## config.mk

```make
export PLATFORM = sky130hd
export DESIGN_NAME = counter_share_ctrl_flat
export DESIGN_NICKNAME = d
export VERILOG_FILES = /design/src/rtl/counter_share_ctrl_pkg.sv /design/src/rtl/counter_share_ctrl_if.sv /design/src/rtl/counter_share_ctrl_rr_pick.sv /design/src/rtl/counter_share_ctrl.sv /design/src/flat_wrapper.sv
export SDC_FILE = /design/constraint.sdc
export NUM_CORES = 1
export LEC_CHECK = 0
export ABC_AREA = 1
export CORE_MARGIN = 1.5
export CORE_UTILIZATION = 51
export DETAILED_ROUTE_END_ITERATION = 8
export PLACE_DENSITY_LB_ADDON = 0.12
export REMOVE_ABC_BUFFERS = 1
export SYNTH_ARGS = -nofsm -noshare
export SYNTH_HDL_FRONTEND = slang
export SYNTH_SLANG_ARGS = --single-unit
```

## constraint.sdc

```tcl
create_clock -name clk -period 3 [get_ports clk]
set_input_delay 0.45 -clock clk [delete_from_list [all_inputs] [get_ports clk]]
set_output_delay 0.45 -clock clk [all_outputs]
set_load 0.005 [all_outputs]
```

## src/rtl/counter_share_ctrl_pkg.sv

```systemverilog
// counter_share_pkg: shared state encoding and limits for the counter share scheduler
package counter_share_pkg;
  typedef enum logic [1:0] {CS_IDLE, CS_CLEAR, CS_RUN, CS_DONE} cs_state_e;
  localparam int CS_MAX_NREQ = 16;
endpackage

```

## src/rtl/counter_share_ctrl_if.sv

```systemverilog
// counter_share_ctrl_if: request, counter and completion signals of the shared counter
interface counter_share_ctrl_if #(
  parameter int NREQ = 4,
  parameter int WIDTH = 8,
  localparam int IDW = $clog2(NREQ)
);
  logic [NREQ-1:0]       req_valid;
  logic [NREQ*WIDTH-1:0] req_len;
  logic [NREQ-1:0]       req_ready;
  logic                  hold;
  logic                  cnt_clr;
  logic                  cnt_en;
  logic [WIDTH-1:0]      count;
  logic                  busy;
  logic [IDW-1:0]        owner;
  logic                  done_valid;
  logic [IDW-1:0]        done_id;
  logic                  done_ready;
  modport master (
    output req_valid, req_len, hold, done_ready,
    input  req_ready, cnt_clr, cnt_en, count, busy, owner, done_valid, done_id
  );
  modport slave (
    input  req_valid, req_len, hold, done_ready,
    output req_ready, cnt_clr, cnt_en, count, busy, owner, done_valid, done_id
  );
endinterface

```

## src/rtl/counter_share_ctrl_rr_pick.sv

```systemverilog
// counter_share_rr_pick: first set request at or after ptr, wrapping modulo NREQ
module counter_share_rr_pick #(
  parameter int NREQ = 4,
  localparam int IDW = $clog2(NREQ)
) (
  input  logic [NREQ-1:0] req,
  input  logic [IDW-1:0]  ptr,
  output logic [NREQ-1:0] grant,
  output logic [IDW-1:0]  gid,
  output logic            any
);
  logic [IDW-1:0] idx;
  always_comb begin
    gid = '0;
    idx = '0;
    // scan downward so the candidate closest to ptr is written last
    for (int k = NREQ - 1; k >= 0; k--) begin
      idx = IDW'((int'(ptr) + k) % NREQ);
      gid = req[idx] ? idx : gid;
    end
    any = |req;
    grant = any ? (NREQ'(1) << gid) : '0;
  end
endmodule

```

## src/rtl/counter_share_ctrl.sv

```systemverilog
// counter_share_ctrl: round-robin scheduler lending one up-counter to NREQ requesters
module counter_share_ctrl
  import counter_share_pkg::*;
#(
  parameter int NREQ = 4,
  parameter int WIDTH = 8,
  localparam int IDW = $clog2(NREQ)
) (
  input logic clk,
  input logic rst,
  counter_share_ctrl_if.slave bus
);
  cs_state_e        state, nstate;
  logic [WIDTH-1:0] count, count_inc, len_q;
  logic [IDW-1:0]   owner_q, rr_ptr, gid;
  logic [NREQ-1:0]  grant;
  logic             any;
  logic [WIDTH-1:0] lens [NREQ];
  for (genvar i = 0; i < NREQ; i++) begin : g_len
    assign lens[i] = bus.req_len[i*WIDTH +: WIDTH];
  end
  assign count_inc = count + 1'b1;
  counter_share_rr_pick #(.NREQ(NREQ)) u_pick (
    .req(bus.req_valid), .ptr(rr_ptr), .grant(grant), .gid(gid), .any(any)
  );
  always_ff @(posedge clk or negedge rst) begin
    if (!rst) begin
      state <= CS_IDLE;
      count <= '0;
      len_q <= '0;
      owner_q <= '0;
      rr_ptr <= '0;
    end else begin
      state <= nstate;
      if (state == CS_IDLE && any) begin
        len_q <= lens[gid];
        owner_q <= gid;
      end
      if (state == CS_CLEAR) count <= '0;
      if (state == CS_RUN && !bus.hold) count <= count_inc;
      if (state == CS_DONE && bus.done_ready)
        rr_ptr <= (owner_q == IDW'(NREQ - 1)) ? '0 : owner_q + 1'b1;
    end
  end
  always_comb begin
    nstate = state == CS_IDLE  ? (any ? CS_CLEAR : CS_IDLE) :
             state == CS_CLEAR ? (len_q == '0 ? CS_DONE : CS_RUN) :
             state == CS_RUN   ? ((!bus.hold && count_inc == len_q) ? CS_DONE : CS_RUN) :
                                 (bus.done_ready ? CS_IDLE : CS_DONE);
  end
  // grant is combinational from req_valid, so mask it while reset is held
  always_comb begin
    bus.req_ready  = (state == CS_IDLE && rst) ? grant : '0;
    bus.cnt_clr    = state == CS_CLEAR;
    bus.cnt_en     = state == CS_RUN && !bus.hold;
    bus.count      = count;
    bus.busy       = state != CS_IDLE;
    bus.owner      = owner_q;
    bus.done_valid = state == CS_DONE;
    bus.done_id    = owner_q;
  end
endmodule

```

## src/flat_wrapper.sv

```systemverilog
// flat-port wrapper written by rule: the top's interface ports become plain ports
module counter_share_ctrl_flat import counter_share_pkg::*;
#(
  parameter int NREQ = 4,
  parameter int WIDTH = 8,
  localparam int IDW = $clog2(NREQ)
)
  (clk, rst, bus_req_valid, bus_req_len, bus_hold, bus_done_ready, bus_req_ready, bus_cnt_clr, bus_cnt_en, bus_count, bus_busy, bus_owner, bus_done_valid, bus_done_id);
  counter_share_ctrl_if #(.NREQ(NREQ), .WIDTH(WIDTH)) bus_i ();
  input logic clk;
  input logic rst;
  input wire logic [$bits(bus_i.req_valid)-1:0] bus_req_valid;
  input wire logic [$bits(bus_i.req_len)-1:0] bus_req_len;
  input wire logic [$bits(bus_i.hold)-1:0] bus_hold;
  input wire logic [$bits(bus_i.done_ready)-1:0] bus_done_ready;
  output wire logic [$bits(bus_i.req_ready)-1:0] bus_req_ready;
  output wire logic [$bits(bus_i.cnt_clr)-1:0] bus_cnt_clr;
  output wire logic [$bits(bus_i.cnt_en)-1:0] bus_cnt_en;
  output wire logic [$bits(bus_i.count)-1:0] bus_count;
  output wire logic [$bits(bus_i.busy)-1:0] bus_busy;
  output wire logic [$bits(bus_i.owner)-1:0] bus_owner;
  output wire logic [$bits(bus_i.done_valid)-1:0] bus_done_valid;
  output wire logic [$bits(bus_i.done_id)-1:0] bus_done_id;
  assign bus_i.req_valid = bus_req_valid;
  assign bus_i.req_len = bus_req_len;
  assign bus_i.hold = bus_hold;
  assign bus_i.done_ready = bus_done_ready;
  assign bus_req_ready = bus_i.req_ready;
  assign bus_cnt_clr = bus_i.cnt_clr;
  assign bus_cnt_en = bus_i.cnt_en;
  assign bus_count = bus_i.count;
  assign bus_busy = bus_i.busy;
  assign bus_owner = bus_i.owner;
  assign bus_done_valid = bus_i.done_valid;
  assign bus_done_id = bus_i.done_id;
  counter_share_ctrl #(.NREQ(NREQ), .WIDTH(WIDTH)) u_core (.clk(clk), .rst(rst), .bus(bus_i));
endmodule
```

==> impl_metrics.ini <==
[sta]
finalMaxSlewViolations = 0
tns_ns = 0
slew_headroom = 0.743
clock.fmax_mhz = 349
hold_viol = 0
rsz0062_at_grt = no
min_period_ns = 2.86
setup_viol = 0
tightest_slew_ns = 0.385
final.period_utilization = 0.955
clock-skew-final_ns = 0.00175

[cells_and_area]
layout-drive-gt1-share = 0.150
n_antenna_cell = 0
regArea_um2 = 552
syn2layout_area_growth_pct = 33.1
nets = 376
multiInputGateArea_um2 = 1190
n_fill_cell = 324

[critical_path]
slowest_delay_ns = 0.51
rr_startpoint = u_core.rr_ptr[0]
cp_cell_sequence = clkdlybuf4s50_1, inv_1, nand2_1, nand3_2, nand2_2, inv_2, nand2_4, nand2_8, nand2_4, inv_2, nor3_2, clkdlybuf4s50_1
endpoint_kind = output port
startpoint_type = primary input
r2r-end = u_core.len_q[0]
worstSetupPathType = primary input to output port
critical_path_arrival_ns = 2.41
cp_max_fo = 3
slowest_stage = clkdlybuf4s50_1
cp.required_ns = 2.55
r2r_setup_slack_ns = 1.00
reg2reg_depth = 11

[die]
die_y_um = 64.7
die_area_um2 = 4190
pin_count = 60
start_util = 0.530
die_w_um = 64.7
rows = 22
core_um2 = 3660

[pwr]
total_power_mw = 2.72
p_sw_mw = 1.37
peakVddDrop_mv = 0.546
internal-power_mw = 1.35
clkPwrFrac = 0.077
seq_power_share = 0.228
pwr_density_cell_nw_per_um2 = 1050
p_comb_frac = 0.695
leakage_nw = 1.27
switching_share = 0.504

[global_routing]
gr-usage-all-layers = 0.238
antenna_found_initial = 0
grt_max_degree = 23
grt_pass1_wl_um = 7960
overflow = 0
grt_pass1_vias = 1868

[route]
wirelength_um = 4540
drt_iter0_markers = 116
drcViolationCount = 0
antenna_left = 0
post_drt_wl_per_cell_um = 11.9
firstDrtPassIters = 4
vias = 1958
vias_per_cell = 5.14

[clocking]
cts_tree = done
root_buffer = clkbuf_8
cts_made_buffers = 3
clock_latency_ns = 0.26
h-tree-depth = 1
cts.sinks = 22
cts.clk_slew.worst_paths_ns = 0.08
clockBufferDepth = 2

[run]
max-cap-violations = 0

[synthesis]
synthCells = 275
yosys-top-cells-area = dfrtp_1, nand2_1, nand3_1
yosysTopAreaCellShare = 0.284
synth.avg_cell_area_um2 = 7.06
ys_seq_area_frac = 0.284
synth_warnings = 0
ys_ff_latch = 22
syn_area_um2 = 1940
ys_types = 37
yosys.area.top_type = dfrtp_1

[status]
outcome = complete, no violations

[placement]
dp.final_hpwl_um = 3550
port_buffers = 59
gp_congestion = 0.816

[hold_path]
hold_start = u_core.len_q[1]
hold-path-cell-count = 2
whs_endpoint = u_core.len_q[1]
hold_path.class = flip-flop to flip-flop
==> state kept, by name, indices dropped and copies added, names as in the netlist <==
register	cells
u_core.bus.done_id	2
u_core.bus.count	8
u_core.state	2
u_core.len_q	8
u_core.rr_ptr	2
==> critical path: cells and delay by family <==
kind / cells / cell delay, ns
buffers and inverters: 5 / 1.18
AND/OR/NAND/NOR: 7 / 0.77
==> metrics by stage <==
step	util	worst slack, ns	std cells	cell area [um2]	hold slack, ns
after global routing	0.706	0.0162	381	2580	0.577
after floorplan	-	0.852	264	1830	0.154
after CTS	0.705	0.0963	381	2580	0.538
final	0.706	0.136	381	2580	0.537
after detailed placement	0.690	0.0812	377	2520	0.520
after global placement	0.690	0.177	377	2520	0.513
==> layout make-up <==
type	instances	area share
Clock buffer	4	0.0213
Inverter	21	0.0334
Multi-Input combinational cell	221	0.461
Sequential cell	22	0.214
Tap cell	48	0.0232
Timing Repair Buffer	65	0.247
==> synthesized netlist by cell type, drive strengths merged <==
cell / instances
nand2: 116
nand3: 49
dfrtp: 22
inv: 21
nor2: 15
o21ai: 13
buf: 9
nor3: 5
xnor2: 4
nor4: 3
o22ai: 3
xor2: 3
clkbuf: 2
ha: 2
nand4: 2
a21boi: 1
a31oi: 1
nand3b: 1
nor2b: 1
o211ai: 1
or2: 1
==> layer usage <==
metal | vias up | share of wire | global-route usage
li1 | 1012 | - | -
met1 | 901 | 0.45 | 0.299
met2 | 41 | 0.51 | 0.428
met3 | 4 | 0.029 | 0.0382
met4 | 0 | 0.0084 | 0.0479
met5 | - | 0 | 0
==> layout by cell type (no fill, tap or decap), types with 2 or more instances in the layout <==
cell             count
o22ai_1              3
nand3_1             32
nor2_1              14
nand2_2              7
dfrtp_1             21
buf_4                6
o21ai_0             10
nand2_1            104
nor3_1               4
nand3_4              2
ha_1                 2
o21ai_2              2
inv_1               17
nor4_1               3
xnor2_1              4
nand4_1              2
clkbuf_8             4
inv_2                3
clkdlybuf4s50_1     58
xor2_1               3
nand2_4              4
nand3_2             15
==> cell families after synthesis <==
family                   share of synthesized area
AND/OR/NAND/NOR                              0.510
XOR/XNOR                                    0.0316
AO/OA/AOI/OAI                               0.0599
adder cells (fa/ha/maj)                     0.0129
buffers and inverters                        0.102
flip-flops                                   0.284
==> timing repair <==
action	4_1_cts	5_1_grt
gates resized for setup	1	1
buffers inserted	0	0
hold buffers	0	0
setup endpoints to repair	1	1
==> power groups by stage <==
stage / Sequential, mW / Clock [mW] / Combinational (mW)
after floorplan: 0.593 / 0 / 1.29
after global placement: 0.618 / 0 / 1.85
final: 0.621 / 0.210 / 1.89
after global routing: 0.645 / 0.226 / 2.13
after detailed placement: 0.623 / 0 / 1.88
after CTS: 0.618 / 0.214 / 1.90
==> worst max path at each step <==
stage	from	to	slack, ns	depth (start not counted)
after floorplan	u_core.rr_ptr[0]	bus_req_ready[3]	0.85	8
after CTS	bus_req_valid[3]	bus_req_ready[3]	0.1	12
after global routing	bus_req_valid[3]	bus_req_ready[1]	0.02	12
final	bus_req_valid[3]	bus_req_ready[1]	0.14	12
after global placement	bus_req_valid[3]	bus_req_ready[3]	0.18	12
after detailed placement	bus_req_valid[3]	bus_req_ready[3]	0.08	12
Note: power is estimated with default switching activity, not from simulation.
